`src/rtl/seq_divider_pkg.sv`:
```
// Shared utility types for the divider slice: shift selector and divider FSM states.
package seq_divider_pkg;

  typedef enum logic [1:0] {
    SHIFT_LEFT,
    SHIFT_RIGHT,
    ROTATE_LEFT,
    ROTATE_RIGHT
  } SHIFT_TYPE;

  typedef enum logic [1:0] {
    IDLE,
    RUN,
    FIX
  } DIV_STATE;

endpackage

```
`src/rtl/seq_divider_fast_adder.sv`:
```
// Grouped lookahead adder: bits ripple inside a group, group carries use generate/propagate.
module fast_adder #(
  parameter int unsigned word_width   = 8,
  parameter int unsigned cascade_size = 4
) (
  input  logic [word_width-1:0] A,
  input  logic [word_width-1:0] B,
  input  logic                  C_IN,
  output logic [word_width-1:0] SUM,
  output logic                  C_OUT
);
  localparam int unsigned NGROUPS = (word_width + cascade_size - 1) / cascade_size;

  logic [word_width-1:0] g;
  logic [word_width-1:0] p;

  assign g = A & B;
  assign p = A ^ B;

  always_comb begin
    logic carry;
    logic cbit;
    logic gg;
    logic pg;
    int unsigned idx;
    SUM   = '0;
    carry = C_IN;
    for (int unsigned grp = 0; grp < NGROUPS; grp++) begin
      gg   = 1'b0;
      pg   = 1'b1;
      cbit = carry;
      for (int unsigned k = 0; k < cascade_size; k++) begin
        idx = grp * cascade_size + k;
        if (idx < word_width) begin
          SUM[idx] = p[idx] ^ cbit;
          cbit     = g[idx] | (p[idx] & cbit);
          gg       = g[idx] | (p[idx] & gg);
          pg       = pg & p[idx];
        end
      end
      // Group carry-out comes from the lookahead terms, not the in-group ripple.
      carry = gg | (pg & carry);
    end
    C_OUT = carry;
  end

endmodule

```
`src/rtl/seq_divider.sv`:
```
// Sequential restoring divider, one quotient bit per clock, signed or unsigned operands.
module seq_divider
  import seq_divider_pkg::*;
#(
  parameter int unsigned word_width   = 8,
  parameter int unsigned cascade_size = 4
) (
  input  logic                  clk,
  input  logic                  reset,
  input  logic                  start,
  input  logic                  signed_op,
  input  logic [word_width-1:0] dividend,
  input  logic [word_width-1:0] divisor,
  output logic                  busy,
  output logic                  done,
  output logic [word_width-1:0] quotient,
  output logic [word_width-1:0] remainder,
  output logic                  div_by_zero
);
  localparam int unsigned CW = $clog2(word_width);
  localparam logic [CW-1:0] LAST = CW'(word_width - 1);
  localparam logic [word_width-1:0] ONE = {{(word_width-1){1'b0}}, 1'b1};

  DIV_STATE state_q, state_d;
  logic [CW-1:0]         cnt_q, cnt_d;
  logic [word_width-1:0] rem_q, rem_d;
  logic [word_width-1:0] dvd_q, dvd_d;
  logic [word_width-1:0] dvsr_q, dvsr_d;
  logic                  signed_q, signed_d;
  logic                  dvd_neg_q, dvd_neg_d;
  logic                  dvs_neg_q, dvs_neg_d;
  logic                  zero_q, zero_d;
  logic [word_width-1:0] quotient_q, quotient_d;
  logic [word_width-1:0] remainder_q, remainder_d;
  logic                  dbz_q, dbz_d;
  logic                  done_q, done_d;

  logic [word_width-1:0] shifted;
  logic [word_width-1:0] dvsr_n;
  logic [word_width-1:0] diff;
  logic                  c_out;
  logic                  trial_ok;

  assign shifted  = {rem_q[word_width-2:0], dvd_q[word_width-1]};
  assign dvsr_n   = ~dvsr_q;
  // The bit shifted out of the remainder means the trial value already exceeds the divisor.
  assign trial_ok = c_out | rem_q[word_width-1];

  fast_adder #(
    .word_width  (word_width),
    .cascade_size(cascade_size)
  ) u_sub (
    .A    (shifted),
    .B    (dvsr_n),
    .C_IN (1'b1),
    .SUM  (diff),
    .C_OUT(c_out)
  );

  always_comb begin
    state_d     = state_q;
    cnt_d       = cnt_q;
    rem_d       = rem_q;
    dvd_d       = dvd_q;
    dvsr_d      = dvsr_q;
    signed_d    = signed_q;
    dvd_neg_d   = dvd_neg_q;
    dvs_neg_d   = dvs_neg_q;
    zero_d      = zero_q;
    quotient_d  = quotient_q;
    remainder_d = remainder_q;
    dbz_d       = dbz_q;
    done_d      = 1'b0;
    unique case (state_q)
      IDLE: begin
        if (start) begin
          signed_d  = signed_op;
          dvd_neg_d = signed_op & dividend[word_width-1];
          dvs_neg_d = signed_op & divisor[word_width-1];
          cnt_d     = '0;
          rem_d     = '0;
          if (divisor == '0) begin
            zero_d  = 1'b1;
            dvd_d   = dividend;
            state_d = FIX;
          end else begin
            zero_d  = 1'b0;
            dvd_d   = (signed_op & dividend[word_width-1]) ? (~dividend + ONE) : dividend;
            dvsr_d  = (signed_op & divisor[word_width-1])  ? (~divisor + ONE)  : divisor;
            state_d = RUN;
          end
        end
      end
      RUN: begin
        rem_d = trial_ok ? diff : shifted;
        dvd_d = {dvd_q[word_width-2:0], trial_ok};
        cnt_d = cnt_q + CW'(1);
        if (cnt_q == LAST) state_d = FIX;
      end
      FIX: begin
        done_d  = 1'b1;
        state_d = IDLE;
        if (zero_q) begin
          quotient_d  = '1;
          remainder_d = dvd_q;
          dbz_d       = 1'b1;
        end else begin
          quotient_d  = (signed_q & (dvd_neg_q ^ dvs_neg_q)) ? (~dvd_q + ONE) : dvd_q;
          remainder_d = (signed_q & dvd_neg_q) ? (~rem_q + ONE) : rem_q;
          dbz_d       = 1'b0;
        end
      end
      default: state_d = IDLE;
    endcase
  end

  always_ff @(posedge clk or posedge reset) begin
    if (reset) begin
      state_q     <= IDLE;
      cnt_q       <= '0;
      rem_q       <= '0;
      dvd_q       <= '0;
      dvsr_q      <= '0;
      signed_q    <= 1'b0;
      dvd_neg_q   <= 1'b0;
      dvs_neg_q   <= 1'b0;
      zero_q      <= 1'b0;
      quotient_q  <= '0;
      remainder_q <= '0;
      dbz_q       <= 1'b0;
      done_q      <= 1'b0;
    end else begin
      state_q     <= state_d;
      cnt_q       <= cnt_d;
      rem_q       <= rem_d;
      dvd_q       <= dvd_d;
      dvsr_q      <= dvsr_d;
      signed_q    <= signed_d;
      dvd_neg_q   <= dvd_neg_d;
      dvs_neg_q   <= dvs_neg_d;
      zero_q      <= zero_d;
      quotient_q  <= quotient_d;
      remainder_q <= remainder_d;
      dbz_q       <= dbz_d;
      done_q      <= done_d;
    end
  end

  assign busy        = (state_q != IDLE);
  assign done        = done_q;
  assign quotient    = quotient_q;
  assign remainder   = remainder_q;
  assign div_by_zero = dbz_q;

endmodule
```
`config.mk`:
```
export PLATFORM = sky130hd
export DESIGN_NAME = seq_divider
export DESIGN_NICKNAME = d
export VERILOG_FILES = /design/src/rtl/seq_divider_pkg.sv /design/src/rtl/seq_divider_fast_adder.sv /design/src/rtl/seq_divider.sv
export SDC_FILE = /design/constraint.sdc
export NUM_CORES = 1
export LEC_CHECK = 0
export BUFFER_PORTS_ARGS = -buffer_cell sky130_fd_sc_hd__clkbuf_2
export CORE_ASPECT_RATIO = 0.7
export CORE_MARGIN = 3
export CORE_UTILIZATION = 35
export CTS_CLUSTER_SIZE = 14
export DETAILED_ROUTE_END_ITERATION = 8
export GPL_TIMING_DRIVEN = 0
export SKIP_LAST_GASP = 1
export SLEW_MARGIN = 25
export SYNTH_ARGS = -nofsm -noshare
export SYNTH_HDL_FRONTEND = slang
export SYNTH_SLANG_ARGS = --single-unit
```
`constraint.sdc`:
```
create_clock -name clk -period 3.2 [get_ports clk]
set_input_delay 0.16 -clock clk [delete_from_list [all_inputs] [get_ports clk]]
set_output_delay 0.16 -clock clk [all_outputs]
set_load 0.005 [all_outputs]
```
# After elaboration in Yosys (flattened, before gate mapping)
# Index checks and enable logic that the tools add are counted.
# word_totals
regBits	51
# classes
n_mux	21
n_addsub	5
n_eq_ne	5
n_reduce_logical	8
bitwise	54
# op_table
op	n
$mux W8	10
$not A8 Y8	5
$add A8 B1 Y8 const B	4
$pmux W8 S2	2
$and A1 B1 Y1	22
$or A1 B1 Y1	15
$and A8 B8 Y8	1
$logic_not A8 Y1	1
$xor A1 B1 Y1	8
$xor A8 B8 Y8	1
$mux W2	3
$pmux W3 S2	1
$reduce_and A2 Y1	3
$ne A2 B2 Y1 const B	2
$pmux W2 S2	1
$reduce_bool A2 Y1	2
$add A3 B1 Y3 const B	1
$eq A3 B3 Y1 const B	1
$mux W1	3
$mux W3	1
$reduce_and A3 Y1	1
$eq A2 B1 Y1 const B	1
$eq A2 B2 Y1 const B	1
$logic_not A2 Y1	1
$not A1 Y1	2

# Depth between registers and ports, before layout
# logic_depth
ltp_word	18
mapped_depth	11
depth_no_buf	11

# By module
# Synthesis repeated with hierarchy kept, for this count alone.
# unflattened
hier_cells	337
area_unflattened_um2	3158.0
# by_module_without_submodules
module	cells_per_inst	n_inst	seq_area_each_um2	area_per_inst_um2
seq_divider	304	1	1276.2	2830.2
fast_adder	33	1	0.0	327.8

# Worst setup path after synthesis
# No wires, ideal clock.
# synth_timing
path_type	reg2reg
from	register dvd_q[7]
to	register rem_q[7]
n_path_buf	0
synth_period_minus_slack_ns	2.670
setup_ns	0.095
setup_slack_ns	0.530
arrival_ns	2.575
t_required_ns	3.105
path_stages_with_launch	12
cell_sequence	dfrtp_1 inv_1 ha_1 o21ai_0 a22o_1 fa_1 inv_1 fa_1 fa_1 xor2_1 a21oi_1 o31ai_1
# synth_between
elab_chain_len	17
elab_cells_between_ends	24
# synth_rtl
element	line	source
start, declared	seq_divider.sv:27	logic [word_width-1:0] dvd_q, dvd_d;
start signal, assigned	seq_divider.sv:136	dvd_q <= dvd_d;
$and A8 B8 Y8	seq_divider_fast_adder.sv:17	assign g = A & B;
$and A1 B1 Y1	seq_divider_fast_adder.sv:37	gg = g[idx] | (p[idx] & gg);
$or A1 B1 Y1	seq_divider_fast_adder.sv:37	
$and A1 B1 Y1	seq_divider_fast_adder.sv:37	
$or A1 B1 Y1	seq_divider_fast_adder.sv:37	
$and A1 B1 Y1	seq_divider_fast_adder.sv:37	
$or A1 B1 Y1	seq_divider_fast_adder.sv:37	
$or A1 B1 Y1 (*)	seq_divider_fast_adder.sv:42	carry = gg | (pg & carry);
$and A1 B1 Y1	seq_divider_fast_adder.sv:36	cbit = g[idx] | (p[idx] & cbit);
$or A1 B1 Y1	seq_divider_fast_adder.sv:36	
$and A1 B1 Y1	seq_divider_fast_adder.sv:36	
$or A1 B1 Y1	seq_divider_fast_adder.sv:36	
$and A1 B1 Y1	seq_divider_fast_adder.sv:36	
$or A1 B1 Y1	seq_divider_fast_adder.sv:36	
$xor A1 B1 Y1	seq_divider_fast_adder.sv:35	SUM[idx] = p[idx] ^ cbit;
$mux W8 (*)	seq_divider.sv:95	rem_d = trial_ok ? diff : shifted;
$pmux W8 S2 (*)	seq_divider.sv:74	unique case (state_q)
end signal, assigned	seq_divider.sv:135	rem_q <= rem_d;
end, declared	seq_divider.sv:26	logic [word_width-1:0] rem_q, rem_d;
# Every way passes the cells marked *; elsewhere a longest branch is shown, timed or not.
# A chain may end at the register's enable or synchronous reset.

# Worst setup path after layout
# Same ends and word-level chain as after synthesis.

==> flow_metrics.tcl <==
set metrics [dict create \
    switchingPower_mw 1.707 \
    first_pass_iters 4 \
    yosysWarnings 0 \
    antenna_cells 0 \
    first_global_vias 2561 \
    critPathKind "reg2reg" \
    seqPwrFrac_pct 33.1 \
    cts_tree "built" \
    port_buffers 38 \
    clkTransAtPathRegs_ns 0.07 \
    internal_power_mw 2.168 \
    rows 28 \
    cts_buffer_depth 2 \
    antenna_found_initial 0 \
    gp_congestion 0.8414 \
    yosys.cell_types.count 58 \
    grt_pass1_wl_mm 13.22 \
    ys.flop_type "dfrtp_1" \
    post_drt_wl_per_cell_um 15.58 \
    hold_ws_ns 0.1384 \
    syn_nets 392 \
    num_vias 2800 \
    cp-end-kind "register" \
    critical_path_buf_inv_count 2 \
    p_sw_share_pct 44.06 \
    irDropWorstVdd_uv 288.7 \
    dp_hpwl_mm 6.174 \
    drt_first_iter_violations 212 \
    synth_edf_count 0 \
    core_area_mm2 0.008688 \
    cts_made_buffers 5 \
    post-route-period-util_pct 91.95 \
    slowest_stage "dfrtp_1" \
    cp.arrival_ns 3.15 \
    cp_cell_sequence "inv_1 -> ha_1 -> o21ai_1 -> a22o_1 -> fa_1 -> inv_1 -> fa_1 -> fa_1 -> xor2_1 -> a21oi_1 -> o31ai_1" \
    io_pins 39 \
    ys_ff_latch 51 \
    syn_inst 352 \
    crit_top_cell "fa_1" \
    seq_area_frac_synth_pct 39.75 \
    overflow 0 \
    regToRegSetupSlack_ns 0.26 \
    rsz0062_at_grt "false" \
    ant_nets 0 \
    via_per_inst 5.395 \
    finClkSkew_ns 0.004722 \
    clkPwrFrac_pct 16.3 \
    dieHeight_um 86.13 \
    fp.dieW_um 120.5 \
    drc_errors 0 \
    status "finished clean" \
    multi_input_area_mm2 0.001770 \
    crit_family "adder cells" \
    start_util_pct 36.95 \
    die-area_mm2 0.01038 \
    async_flop_share_pct 100.0 \
    syn-cell-area_mm2 0.003211 \
    drive_above_1_share_pct 16.29 \
    post-cts-setup-buffer-count 0 \
    hold_path.class "in2reg" \
    max_freq_mhz 339.9 \
    grt_usage_pct 16.20 \
    fin_crit_ns 2.942 \
    cts-htree-levels 2 \
    p_comb_share_pct 50.5 \
    worst_pin_slew_ns 0.6410 \
    fin_ws_ns 0.2576 \
    power.density_mw_per_mm2 1037 \
    setup_viol 0 \
    finalHoldViolations 0 \
    worst-endpoint-required_ns 3.41 \
    post-place-ws_ns 0.1625 \
    syn_area_per_cell_um2 9.121 \
    grt_max_degree 52 \
    final_nets 438 \
    drv_cap 0 \
    slew_viol_final 0 \
    power_mw 3.875 \
    register_area_mm2 0.001276 \
    cts_sinks 51 \
    max_stage_delay_ns 0.51 \
    totalWireLength_mm 8.084 \
    clockRootBuffer "clkbuf_16" \
    clkLatencyLatePin_ns 0.30 \
    critPathLaunchType "register" \
    leakage_nw 1.666 \
    syn_to_final_growth_pct 16.37 \
    fillers 902 \
    max-slew-margin-rel_pct 56.96 \
    critPathMaxFanout 5 \
    setup_tns_ns 0 \
]
-- state kept, by name (all words and copies together) (netlist names) --
signal,count
cnt_q,3
div_by_zero,1
done,1
dvd_neg_q,1
dvd_q,8
dvs_neg_q,1
dvsr_q,8
quotient,8
rem_q,8
remainder,8
signed_q,1
state_q,2
zero_q,1
-- worst min-delay path, delay by kind of cell --
kind,cells,cell delay [ns]
simple gates,1,0.05
compound gates,1,0.07
buf+inv,1,0.12
-- final timing paths --
check	from	end	depth (start not counted)
min in group asynchronous	reset	done$_DFF_PP0_	3
hold reg to reg	remainder[0]$_DFFE_PP0P_	remainder[0]$_DFFE_PP0P_	2
hold / removal	divisor[0]	dvsr_q[0]$_DFFE_PP0P_	3
setup reg to reg	dvd_q[7]$_DFFE_PP0P_	rem_q[7]$_DFFE_PP0P_	11
max in group asynchronous	reset	dvsr_q[1]$_DFFE_PP0P_	3
setup / recovery	dvd_q[7]$_DFFE_PP0P_	rem_q[7]$_DFFE_PP0P_	11
-- per-layer routing --
metal  track usage [%]  wire [µm]  up-vias
li1                  -          -     1378
met1             25.54       4424     1326
met2             22.05       3086       89
met3             3.494        485        7
met4             4.218         87        0
met5                 0          0        -
-- logic make-up after synthesis --
logic type | Yosys count | synth area share, %
AOI/OAI and AO/OA | 93 | 19.84
xor gates and xnor gates | 17 | 4.637
adders and majority gates | 20 | 8.963
buffers and inverters | 42 | 5.105
DFF | 51 | 39.75
muxes | 10 | 3.196
and+or+nand+nor | 119 | 18.51
-- final cells by class --
class                   count  area share [%]
plain buffers              14           1.574
clock buffers               5           3.349
clock inverters             3           1.273
inverters                  28           2.880
multi-input cells         259           47.39
flip-flops and latches     51           34.16
well taps                 120           4.019
repair buffers             39           5.358
-- cells in the mapped netlist (2+ instances only) --
| cell | instances | share of area, % |
|---|---|---|
| a211o_1 | 2 | 0.55 |
| a211oi_1 | 2 | 0.47 |
| a21oi_1 | 20 | 3.1 |
| a221o_1 | 2 | 0.62 |
| a311oi_1 | 2 | 0.55 |
| a31o_2 | 2 | 0.55 |
| a31oi_1 | 8 | 1.6 |
| a31oi_2 | 2 | 0.78 |
| a32o_1 | 4 | 1.2 |
| a32oi_1 | 3 | 0.82 |
| and3_1 | 3 | 0.58 |
| buf_1 | 2 | 0.23 |
| buf_2 | 5 | 0.78 |
| clkbuf_1 | 7 | 0.82 |
| clkinv_1 | 3 | 0.35 |
| dfrtp_1 | 51 | 40 |
| fa_1 | 5 | 3.1 |
| ha_1 | 15 | 5.8 |
| inv_1 | 25 | 2.9 |
| mux2_2 | 2 | 0.70 |
| mux2i_1 | 8 | 2.5 |
| nand2_1 | 34 | 4.0 |
| nand2b_1 | 2 | 0.39 |
| nand3_1 | 17 | 2.6 |
| nand4_1 | 6 | 1.2 |
| nor2_1 | 26 | 3.0 |
| nor2b_1 | 3 | 0.58 |
| nor3_1 | 11 | 1.7 |
| nor3b_1 | 3 | 0.70 |
| o211ai_1 | 4 | 0.94 |
| o21ai_0 | 22 | 3.4 |
| o221ai_1 | 2 | 0.55 |
| o311ai_0 | 2 | 0.55 |
| o31ai_1 | 6 | 1.4 |
| or4_1 | 3 | 0.70 |
| xnor2_1 | 16 | 4.4 |
-- stage by stage --
step | cells | util [%] | area [µm²]
floorplan | 352 | - | 3211
global placement | 510 | 40.87 | 3551
detailed placement | 510 | 40.90 | 3553
CTS | 519 | 43.00 | 3736
global route | 519 | 43.00 | 3736
finish | 519 | 43.00 | 3736
-- what timing repair did --
item,in CTS,in global routing
endpoints found under the setup margin,0,1
endpoints found under the hold margin,51,0
hold buffers,1,0
resized for setup,0,1
-- power groups by stage --
stage | Combinational (mW) | Clock, mW | Sequential, mW
finish | 1.96 | 0.632 | 1.28
global route | 2.20 | 0.675 | 1.33
CTS | 1.95 | 0.647 | 1.28
detailed placement | 1.94 | 0 | 1.30
global placement | 1.89 | 0 | 1.29
floorplan | 1.44 | 0 | 1.20
-- placed cells by master (no fill, tap or decap), types with 6 or more instances in the layout --
master    instances
nor2_1           26
ha_1             15
nand3_1          17
clkbuf_2         38
nor3_1           11
clkbuf_1          7
dfrtp_1          51
nand4_1           6
nand2_1          34
xnor2_1          16
inv_1            24
o31ai_1           6
a31oi_1           8
a21oi_1          20
mux2i_1           8
o21ai_0          21
No activity file was read; power rests on OpenSTA's default activity.
